**src/rtl/fetch_ctrl.sv**
```systemverilog
// Instruction-fetch controller: drives the PC register, issues one instruction-memory request
// at a time and buffers returned words in a 2-entry queue toward decode. Redirects flush the
// queue and discard any wrong-path fetch still in flight.
// Optional macro FETCH_STALL_CNT_EN enables the saturating stall_cycles counter; without it
// stall_cycles is tied to zero.
module fetch_ctrl #(
  parameter int unsigned ADDR_W  = 48,
  parameter int unsigned INSTR_W = 16,
  parameter int unsigned PC_INC  = 1
) (
  input  logic               Clk,
  input  logic               Reset,
  input  logic [ADDR_W-1:0]  pc_cur,
  output logic [ADDR_W-1:0]  pc_next,
  output logic               pc_en,
  input  logic               redirect_valid,
  input  logic [ADDR_W-1:0]  redirect_target,
  output logic               imem_req,
  output logic [ADDR_W-1:0]  imem_addr,
  input  logic               imem_ack,
  input  logic [INSTR_W-1:0] imem_rdata,
  output logic               id_valid,
  output logic [INSTR_W-1:0] id_instr,
  output logic [ADDR_W-1:0]  id_pc,
  input  logic               id_ready,
  output logic [31:0]        stall_cycles
);

  typedef enum logic [1:0] {
    StIdle,
    StReq,
    StKill,
    StWait
  } state_e;

  state_e              state_q, state_d;
  logic [ADDR_W-1:0]   imem_addr_q, imem_addr_d;
  logic [1:0]          count_q, count_d;
  logic [INSTR_W-1:0]  head_instr_q, head_instr_d;
  logic [INSTR_W-1:0]  tail_instr_q, tail_instr_d;
  logic [ADDR_W-1:0]   head_pc_q, head_pc_d;
  logic [ADDR_W-1:0]   tail_pc_q, tail_pc_d;

  logic push;
  logic pop;
  logic issue;

  // Memory-side and PC-side combinational outputs.
  always_comb begin
    imem_req  = (state_q == StReq) || (state_q == StKill);
    imem_addr = imem_addr_q;
    pc_en     = redirect_valid || ((state_q == StReq) && imem_ack);
    pc_next   = redirect_valid ? redirect_target : (imem_addr_q + ADDR_W'(PC_INC));
    id_valid  = (count_q != 2'd0);
    id_instr  = head_instr_q;
    id_pc     = head_pc_q;
    // A redirect cancels both the same-cycle push and pop.
    push      = (state_q == StReq) && imem_ack && !redirect_valid;
    pop       = id_valid && id_ready && !redirect_valid;
  end

  // Queue next-state: head always lives in head_*; the tail shifts forward on pop.
  always_comb begin
    count_d      = count_q;
    head_instr_d = head_instr_q;
    head_pc_d    = head_pc_q;
    tail_instr_d = tail_instr_q;
    tail_pc_d    = tail_pc_q;
    if (redirect_valid) begin
      count_d = 2'd0;
    end else begin
      case ({push, pop})
        2'b10: begin
          if (count_q == 2'd0) begin
            head_instr_d = imem_rdata;
            head_pc_d    = imem_addr_q;
          end else begin
            tail_instr_d = imem_rdata;
            tail_pc_d    = imem_addr_q;
          end
          count_d = count_q + 2'd1;
        end
        2'b01: begin
          head_instr_d = tail_instr_q;
          head_pc_d    = tail_pc_q;
          count_d      = count_q - 2'd1;
        end
        2'b11: begin
          if (count_q == 2'd1) begin
            head_instr_d = imem_rdata;
            head_pc_d    = imem_addr_q;
          end else begin
            head_instr_d = tail_instr_q;
            head_pc_d    = tail_pc_q;
            tail_instr_d = imem_rdata;
            tail_pc_d    = imem_addr_q;
          end
        end
        default: ;
      endcase
    end
  end

  // FSM next-state and request issue; a new request only goes out if the queue will have room
  // for its ack, so an ack never meets a full queue.
  always_comb begin
    state_d     = state_q;
    imem_addr_d = imem_addr_q;
    issue       = 1'b0;
    if (redirect_valid) begin
      unique case (state_q)
        StReq: begin
          if (imem_ack) begin
            issue = 1'b1;
          end else begin
            // The in-flight fetch is now wrong-path; keep the address stable until it acks.
            state_d = StKill;
          end
        end
        StKill:  issue = imem_ack;
        StIdle:  issue = 1'b1;
        StWait:  issue = 1'b1;
        default: ;
      endcase
    end else begin
      unique case (state_q)
        StIdle: issue = 1'b1;
        StReq: begin
          if (imem_ack) begin
            if (count_d < 2'd2) begin
              issue = 1'b1;
            end else begin
              state_d = StWait;
            end
          end
        end
        StWait:  issue = (count_d < 2'd2);
        StKill:  issue = imem_ack;
        default: ;
      endcase
    end
    if (issue) begin
      state_d     = StReq;
      imem_addr_d = pc_en ? pc_next : pc_cur;
    end
  end

  // State, request address and queue registers.
  always_ff @(posedge Clk or posedge Reset) begin
    if (Reset) begin
      state_q      <= StIdle;
      imem_addr_q  <= '0;
      count_q      <= 2'd0;
      head_instr_q <= '0;
      head_pc_q    <= '0;
      tail_instr_q <= '0;
      tail_pc_q    <= '0;
    end else begin
      state_q      <= state_d;
      imem_addr_q  <= imem_addr_d;
      count_q      <= count_d;
      head_instr_q <= head_instr_d;
      head_pc_q    <= head_pc_d;
      tail_instr_q <= tail_instr_d;
      tail_pc_q    <= tail_pc_d;
    end
  end

`ifdef FETCH_STALL_CNT_EN
  logic [31:0] stall_q, stall_d;
  logic        stalled;

  // Count cycles where no useful instruction returns: waiting on queue space, draining a
  // wrong-path fetch, or waiting on memory. Saturates instead of wrapping.
  always_comb begin
    stalled = (state_q == StWait) || (state_q == StKill) || ((state_q == StReq) && !imem_ack);
    stall_d = stall_q;
    if (stalled && (stall_q != 32'hFFFF_FFFF)) begin
      stall_d = stall_q + 32'd1;
    end
  end

  // Stall counter register.
  always_ff @(posedge Clk or posedge Reset) begin
    if (Reset) begin
      stall_q <= '0;
    end else begin
      stall_q <= stall_d;
    end
  end

  assign stall_cycles = stall_q;
`else
  assign stall_cycles = '0;
`endif

endmodule

```
**config.mk**
```make
export PLATFORM = sky130hd
export DESIGN_NAME = fetch_ctrl
export DESIGN_NICKNAME = d
export VERILOG_FILES = /design/src/rtl/fetch_ctrl.sv
export SDC_FILE = /design/constraint.sdc
export NUM_CORES = 1
export LEC_CHECK = 0
export CORE_ASPECT_RATIO = 1.75
export CORE_MARGIN = 10
export CORE_UTILIZATION = 51
export CTS_CLUSTER_DIAMETER = 100
export DETAILED_ROUTE_END_ITERATION = 8
export DONT_BUFFER_PORTS = 1
export HOLD_SLACK_MARGIN = 0.12
export PLACE_DENSITY = 0.77
export SYNTH_ARGS = -nofsm -noshare
export SYNTH_HDL_FRONTEND = slang
export SYNTH_SLANG_ARGS = --single-unit
export TNS_END_PERCENT = 10
```
**constraint.sdc**
```tcl
create_clock -name Clk -period 5.9 [get_ports Clk]
set_input_delay 1.18 -clock Clk [delete_from_list [all_inputs] [get_ports Clk]]
set_output_delay 1.18 -clock Clk [all_outputs]
set_load 0.01 [all_outputs]
```
; ---- After elaboration in Yosys (flattened, before gate mapping)
; Cells that the tools add are included.
[word_totals]
elab_cells = 71
in_bits = 117
out_inout_bits = 195
register_bits = 180
[classes]
n_eq_ne = 12
n_bitwise = 1
n_reduce_logical = 18
n_mux = 29
magnitude_cmp = 1
add_sub_neg = 3
[op_table]
columns = op, count
row1 = $mux 48, 6
row2 = $pmux 48 s3, 1
row3 = $pmux 48 s2, 1
row4 = $mux 16, 4
row5 = $add 48x1->48 const B, 1
row6 = $pmux 16 s3, 1
row7 = $pmux 16 s2, 1
row8 = $mux 2, 8
row9 = $eq 2x2->1 const B, 4
row10 = $reduce_and 4->1, 2
row11 = $eq 2x1->1 const B, 3
row12 = $ne 2x2->1 const B, 3
row13 = $reduce_bool 2->1, 3
row14 = $reduce_bool 3->1, 2
row15 = $logic_and 1x1->1, 4
row16 = $logic_not 2->1, 2
row17 = $mux 1, 4
row18 = $pmux 1 s4, 1
row19 = $pmux 2 s2, 1
row20 = $ne 3x2->1 const B, 1
row21 = $ne 3x3->1 const B, 1
row22 = $pmux 1 s3, 1
row23 = $reduce_and 3->1, 1
row24 = $add 2x1->2 const B, 1
row25 = 6 further kinds, 7

; ---- Longest topological paths before layout
; Gate-level depths: netlist (run 1).
[depth]
depth_word = 13
depth_mapped = 14
mapped_depth_nobuf = 11

; ---- Worst setup path before layout (run 1)
; OpenSTA, ideal clock, no wires.
[synth_path]
path_type = input -> register
start = input imem_ack
end = register imem_addr_q[24], in the netlist imem_addr[24]
setup_ns = 0.132
required_ns = 5.768
arrival_ns = 3.585
path_slack_ns = 2.183
n_path_buf = 5
stages = 12
cell_sequence = clkbuf_1 > nand3b_1 > clkbuf_1 > clkbuf_1 > ha_1 > mux2_2 > o2111ai_1 > and3_1 > clkbuf_1 > clkbuf_1 > o21ai_0 > o2bb2ai_1
[synth_via]
elab_chain_len = 10
elab_cells_between_ends = 15
cone_classes = 1 x order compare / 2 x eq/ne / 9 x mux / 3 x reduce/logical
[synth_lines]
columns = element, line
row1 = from (decl), 20  ; input logic imem_ack,
row2 = $logic_and 1x1->1, "52, 58"
row3 = $logic_and 1x1->1, 58  ; push = (state_q == StReq) && imem_ack && !redirect_valid;
row4 = $eq 2x1->1 / $eq 2x2->1 (equally long branches), 72  ; case ({push, pop})
row5 = $pmux 2 s2, 72
row6 = $mux 2, 69  ; if (redirect_valid) begin
row7 = $lt 2x2->1, "130, 137"
row8 = $mux 1, 130  ; if (count_d < 2'd2) begin
row9 = $mux 1, 129  ; if (imem_ack) begin
row10 = $pmux 1 s4, 126  ; unique case (state_q)
row11 = $mux 1, 110  ; if (redirect_valid) begin
row12 = to (signal assigned), 160  ; imem_addr_q <= imem_addr_d;
row13 = to (decl), 37  ; logic [ADDR_W-1:0] imem_addr_q, imem_addr_d;
; Parallel ways exist; a longest one is shown, timed or not.
; A chain may end at the register's enable or synchronous reset.

; ---- Worst setup path after layout (run 1)
[layout_path]
start = register imem_addr_q[0], in the netlist imem_addr[0]
end = output pc_next[18]
[layout_via]
elab_chain_len = 2
[layout_lines]
columns = element, line
row1 = $add 48x1->48, 53  ; pc_next = redirect_valid ? redirect_target : (imem_addr_q + ADDR_W'(PC_INC));
row2 = $mux 48, 53
row3 = to (decl), 14  ; output logic [ADDR_W-1:0] pc_next,
; Every way passes these cells.

==> reports/metrics.yaml, run 1 <==
clk_latency_ns: 0.44
criticalPathCategory: "reg2out"
async_flop_share_pct: 100
ctsResizeCount: 0
initial_core_util_pct: 51.5
gp_congestion: 0.817
hpwl_microns: 23700
grt_pass1_wl_microns: 51500
clkTransAtPathRegs_ns: 0.07
cp.required_ns: 4.72
ys_ff_latch: 180
path_max_fanout: 8
finalMaxSlewViolations: 0
status: "finished, final reports clean"
fin_nets: 1213
clock.fmax_ghz: 0.226
worstMarginPinSlew_ns: 1.04
rsz0062_at_grt: "false"
skew_ns: 0.00649
drt-initial-drc-count: 759
netlist.area_leader.share_pct: 43.3
peakVddDrop_v: 0.000296
drv_cap: 0
p_leak_nw: 4.64
post-cts-setup-buffers: 0
core_area_sq_mm: 0.0202
vias_per_cell: 6.45
antenna_left: 0
cts_tree: "done"
wl_per_cell_microns: 24.8
grt_pass1_vias: 8830
numCtsBuffers: 17
syn_area_per_cell_sq_um: 8.97
tns_ns: 0
min_period_ns: 4.42
synth-seq-area-share_pct: 43.3
yosysWarnings: 0
rows: 69
cts_hold_buf: 0
die_w_microns: 128
cts_buffer_depth: 2
cts_max_level: 4
crit_arrival_ns: 3.24
postSynthCellCount: 1161
hold_viol: 0
ios: 312
numPortBuffers: 0
drc: 0
firstDrtPassIters: 7
hold_class: "reg2reg"
setup-violations-final: 0
grt_overflow_total: 0
drive_gt1_share_pct: 11.2
cts_root_buf: "clkbuf_16"
synth.distinct_cells: 71
layout_worst_path_cycle_share_pct: 74.9
synth_edf_count: 0
area.growth.synth_to_final_pct: 4.81
cts_num_sinks: 180
netlist_top_cells_area: "dfrtp_1 (43%), nand2_1 (7.0%), o21ai_0 (6.6%)"
grt_usage_pct: 24.4
dieArea_sq_mm: 0.0268
netlist_area_sq_mm: 0.0104
worstSetupEndpointType: "output pin"
slew_headroom_pct: 30.5
power.density_mw_per_mm2: 515
route.vias.total: 8688
startpoint_type: "flop"
synth_top_area_cell: "dfrtp_1"
hold_slack_ns: 0.484
wirelength_microns: 33500
antenna_found_initial: 1
synth_ff_type: "dfrtp_1"
grt_max_degree: 181
die_y_microns: 209
power breakdown:
| group | total [mW] | internal (mW) | leakage (nW) | switching [mW] |
|---|---|---|---|---|
| registers | 2.79 | 1.82 | 2.23 | 0.971 |
| logic | 1.64 | 0.692 | 2.12 | 0.946 |
| clock network | 1.19 | 0.644 | 0.294 | 0.547 |
state kept, by name, summed over array words and instances, names as in the netlist:
signal	flops
id_pc	48
tail_instr_q	16
state_q	2
count_q	2
tail_pc_q	48
imem_addr	48
id_instr	16
area by class of cell:
class                           count  area (sq um)
Fill cell                        1861          9290
Multi-Input combinational cell    847          5270
Sequential cell                   180          4500
Clock buffer                       17           425
Tap cell                          248           310
Clock inverter                     15           186
Timing Repair Buffer               13           110
Inverter                           26           101
Antenna cell                        1          2.50
worst paths after layout:
path | slack, ns | end | startpoint | cells past startpoint
hold / removal | 0.48 | tail_pc_q[22]$_DFFE_PP0P_ | tail_pc_q[22]$_DFFE_PP0P_ | 2
setup / recovery | 1.48 | pc_next[18] | imem_addr[0]$_DFFE_PP0P_ | 6
hold reg to reg | 0.48 | tail_pc_q[22]$_DFFE_PP0P_ | tail_pc_q[22]$_DFFE_PP0P_ | 2
max in group asynchronous | 4.24 | tail_pc_q[12]$_DFFE_PP0P_ | Reset | 2
min in group asynchronous | 0.84 | id_pc[32]$_DFFE_PP0P_ | Reset | 2
setup reg to reg | 2.01 | id_instr[10]$_DFFE_PP0P_ | state_q[1]$_DFFE_PP0P_ | 11
metrics by stage:
step / cells / total power, mW / utilization [%] / setup WS [ns] / cell area [sq um]
after floorplan: 1192 / 3.89 / - / 2.18 / 10500
after global placement: 1314 / 4.38 / 51.0 / 1.85 / 10300
after detailed placement: 1314 / 4.46 / 51.0 / 1.67 / 10300
after CTS: 1346 / 5.66 / 54.0 / 1.47 / 10900
after global routing: 1347 / 5.99 / 54.0 / 1.30 / 10900
final: 1347 / 5.62 / 54.0 / 1.48 / 10900
placed cells by master, fill, tap and decap left out, types with 4 or more instances in the layout:
| cell | count |
|---|---|
| and4_1 | 9 |
| a22o_1 | 4 |
| a21oi_1 | 41 |
| a22oi_1 | 64 |
| nor4_2 | 9 |
| conb_1 | 32 |
| xor2_1 | 5 |
| o211ai_1 | 12 |
| mux2_2 | 53 |
| nand4_1 | 20 |
| o21ai_0 | 137 |
| a21boi_0 | 15 |
| o22ai_1 | 11 |
| inv_1 | 24 |
| ha_1 | 11 |
| o21ai_1 | 6 |
| dfrtp_1 | 180 |
| nand3_1 | 23 |
| and3_1 | 10 |
| o31ai_1 | 5 |
| a31oi_1 | 4 |
| buf_4 | 12 |
| o31a_1 | 12 |
| inv_6 | 4 |
| nand2_1 | 194 |
| or4_1 | 5 |
| xnor2_1 | 32 |
| clkbuf_16 | 17 |
| nor2_1 | 39 |
| nor3_1 | 15 |
| o2bb2ai_1 | 15 |
| nor4_1 | 6 |
| a211oi_1 | 5 |
cell usage after synthesis, types with 6 or more instances:
cell / number
xnor2_1: 32
nor2_1: 40
buf_2: 28
a21boi_0: 15
nor4_2: 9
o22ai_1: 11
nand2_1: 195
o2bb2ai_1: 15
nor4_1: 6
o21ai_1: 6
inv_1: 25
a22oi_1: 64
a21oi_1: 42
dfrtp_1: 180
buf_4: 33
ha_1: 11
nand3_1: 24
o31a_1: 12
mux2_2: 53
nand4_1: 20
buf_1: 9
and3_1: 10
clkbuf_1: 67
and4_1: 9
nor3_1: 15
o21ai_0: 137
o211ai_1: 12
logic make-up after synthesis:
group / share of synthesized area (%)
fa+ha+maj: 1.32
flops: 43.3
other cells: 0.0360
mux: 5.92
buf+inv: 7.56
simple gates: 17.0
xor+xnor: 3.11
compound gates: 21.8
worst max-delay path, cell delays in order, from the launching register on:
cell,delay (ns)
dfrtp_1,0.55
ha_1,0.31
nand4_1,0.39
nor4_2,0.68
nand4_1,0.30
xnor2_1,0.20
o21ai_0,0.37
layer usage:
| metal | part of all wire, % | track usage [%] |
|---|---|---|
| met4 | 3.1 | 11.0 |
| met5 | 0 | 0 |
| met1 | 36 | 26.7 |
| met3 | 8.3 | 7.40 |
| met2 | 52 | 42.0 |
(Power assumes the default switching activity.)
==> run 2: changes to the inputs <==
--- a/config.mk
+++ b/config.mk
@@ -12,7 +12,7 @@
 export DETAILED_ROUTE_END_ITERATION = 8
 export DONT_BUFFER_PORTS = 1
 export HOLD_SLACK_MARGIN = 0.12
-export PLACE_DENSITY = 0.77
+export PLACE_DENSITY = 0.74
 export SYNTH_ARGS = -nofsm -noshare
 export SYNTH_HDL_FRONTEND = slang
 export SYNTH_SLANG_ARGS = --single-unit
==> constraint.sdc (replaced) <==
create_clock -name Clk -period 4.2 [get_ports Clk]
set_input_delay 0.84 -clock Clk [delete_from_list [all_inputs] [get_ports Clk]]
set_output_delay 0.84 -clock Clk [all_outputs]
set_load 0.01 [all_outputs]
==> run 2 against run 1 <==
Compared with the run above:
- combinational power up 58%
- sequential power up 34%
- clock power up 25%
- total power up 39%
- wire length down 0.42%
- worst hold slack worse by 0.039 ns
- first-iteration DRC count down 23%
==> reports/metrics.yaml, run 2 (synthesized netlist as in run 1, its figures left out) <==
hpwl_microns: 24000  # +1.1%
p_int_mw: 4.40  # +40%
clock.fmax_ghz: 0.248
status: "finished, final reports clean"
hold_class: "in2async"
dr_wl_met3_microns: 2690  # -2.7%
cts_num_sinks: 180  # unchanged
antenna_left: 0  # unchanged
cts_hold_buf: 0  # unchanged
drive_gt1_share_pct: 12.0  # +0.78 points
path_max_fanout: 12  # +4
drv_cap: 0  # unchanged
p_leak_nw: 4.66  # +0.48%
slew_headroom_pct: 25.6  # -4.9 points
pwr-share-seq_pct: 47.7  # -1.9 points
firstDrtPassIters: 6  # -1
initial_core_util_pct: 51.5  # unchanged
top_layer: "met4"
pwr-share-comb_pct: 33.2  # +4.0 points
grt_pass1_vias: 8835  # +0.057%
numCtsBuffers: 17  # unchanged
grt_overflow_total: 0  # unchanged
worstMarginPinSlew_ns: 1.12  # +0.0733 ns
cts_tree: "done"
drc: 0  # unchanged
grt_usage_pct: 24.3  # -0.063 points
core_area_sq_mm: 0.0202  # unchanged
crit_arrival_ns: 3.19  # -0.05 ns
grt_pass1_wl_microns: 51300  # -0.25%
layout_common_cells: "nand2_1 (194), dfrtp_1 (180), o21ai_0 (137), a22oi_1 (64), mux2_2 (53)"
wirelength_microns: 33300  # -0.42%
min_period_ns: 4.03
numPortBuffers: 0  # unchanged
startpoint_type: "flop"
wl_met2_microns: 17400  # -0.89%
cp.required_ns: 3.36  # -1.36 ns
setup-violations-final: 0  # unchanged
grt_max_degree: 181  # unchanged
dieArea_sq_mm: 0.0268  # unchanged
wl_met1_microns: 12100  # -0.32%
place_ws_ns: 0.563  # -1.11 ns
hold_viol: 0  # unchanged
clk_latency_ns: 0.44  # about the same
rsz0062_at_grt: "false"
power.density_mw_per_mm2: 713  # +38%
cts_root_buf: "clkbuf_16"
wl_per_cell_microns: 24.5  # -1.2%
drt-initial-drc-count: 581  # -23%
route.vias.total: 8673  # -0.17%
antenna_cells: 0  # -1
layout_commonest_cell: "nand2_1"
tns_ns: 0  # unchanged
cts_max_level: 4  # unchanged
antenna_found_initial: 0  # -1
worstSetupEndpointType: "output pin"
die_y_microns: 209  # unchanged
gp_congestion: 0.851  # +4.1%
power_frac_clock_pct: 19.0  # -2.2 points
die_w_microns: 128  # unchanged
switching_share_pct: 43.7  # -0.21 points
vias_per_cell: 6.39  # -0.98%
cts_buffer_depth: 2  # unchanged
skew_ns: 0.00732  # +0.000831 ns
rows: 69  # unchanged
peakVddDrop_v: 0.000394  # +33%
layout_worst_path_cycle_share_pct: 95.9
ios: 312  # unchanged
layout_setup_ws_ns: 0.173  # -1.31 ns
switchingPower_mw: 3.41  # +38%
post-cts-setup-buffers: 0  # unchanged
fin_nets: 1225  # +0.99%
finalMaxSlewViolations: 0  # unchanged
fill_cells: 1849  # -0.64%
criticalPathCategory: "reg2out"
area.growth.synth_to_final_pct: 5.25
clkTransAtPathRegs_ns: 0.06  # about the same
run 2: changes by cell type in the layout (fill, tap and decap cells not counted), moves of 2 or more:
cell / change
bufinv_16: -2
clkbuf_1: +3
inv_8: -3
inv_6: -2
clkinvlp_4: +4
clkbuf_8: +2
clkinv_4: -2
buf_4: +10
buf_12: +2
run 2: final timing paths:
| path | end | cells past startpoint | startpoint | slack (ns) |
|---|---|---|---|---|
| hold / removal | id_pc[39]$_DFFE_PP0P_ | 2 | Reset | 0.44 |
| min in group Clk | tail_pc_q[26]$_DFFE_PP0P_ | 2 | tail_pc_q[26]$_DFFE_PP0P_ | 0.48 |
| hold reg to reg | tail_pc_q[26]$_DFFE_PP0P_ | 2 | tail_pc_q[26]$_DFFE_PP0P_ | 0.48 |
| setup reg to reg | id_pc[15]$_DFFE_PP0P_ | 11 | state_q[1]$_DFFE_PP0P_ | 0.89 |
| setup / recovery | pc_next[33] | 5 | imem_addr[24]$_DFFE_PP0P_ | 0.17 |
| max in group asynchronous | tail_pc_q[41]$_DFFE_PP0P_ | 2 | Reset | 2.82 |
run 2: worst max-delay path, cell delays in order (launching register included):
cell	delay, ns
dfrtp_1	0.64
and3_1	0.52
nand4_1	0.51
nor2_4	0.49
a211oi_1	0.14
nor3_1	0.45
run 2: metrics by stage:
stage	cell area (sq um)	total power, mW	hold WS (ns)	cells	util [%]
floorplan	10500	5.46	0.450	1192	-
global placement	10400	6.24	0.461	1326	51.5
detailed placement	10400	6.37	0.472	1326	51.5
CTS	11000	7.87	0.462	1358	54.2
global route	11000	8.35	0.466	1358	54.2
finish	11000	7.81	0.445	1358	54.2
run 2: repair_timing:
item | in CTS | in global routing
endpoints found under the hold margin | 0 | 0
resized for setup | 0 | 1
setup endpoints to repair | 0 | 2
run 2: area by class of cell:
type / instances / area [sq um] / share of cell area [%]
inverters: 26 / 101 / 0.925
well taps: 248 / 310 / 2.83
clock buffers: 22 / 464 / 4.24
repair buffers: 25 / 225 / 2.06
clock inverters: 10 / 76.3 / 0.697
multi-input cells: 847 / 5280 / 48.2
flip-flops and latches: 180 / 4500 / 41.1
run 2: power groups by stage:
stage                     registers [mW]  clock network [mW]  logic, mW
after floorplan                     3.30                   0       2.16
after global placement              3.72                   0       2.52
after detailed placement            3.78                   0       2.59
after CTS                           3.74                1.52       2.61
after global routing                3.85                1.59       2.91
final                               3.73                1.49       2.59
run 2: per-layer routing:
metal  up-vias  track usage [%]
met5         -                0
met4         0             11.3
met3        66             7.25
met2       377             42.3
met1      4269             26.2
li1       3961                -
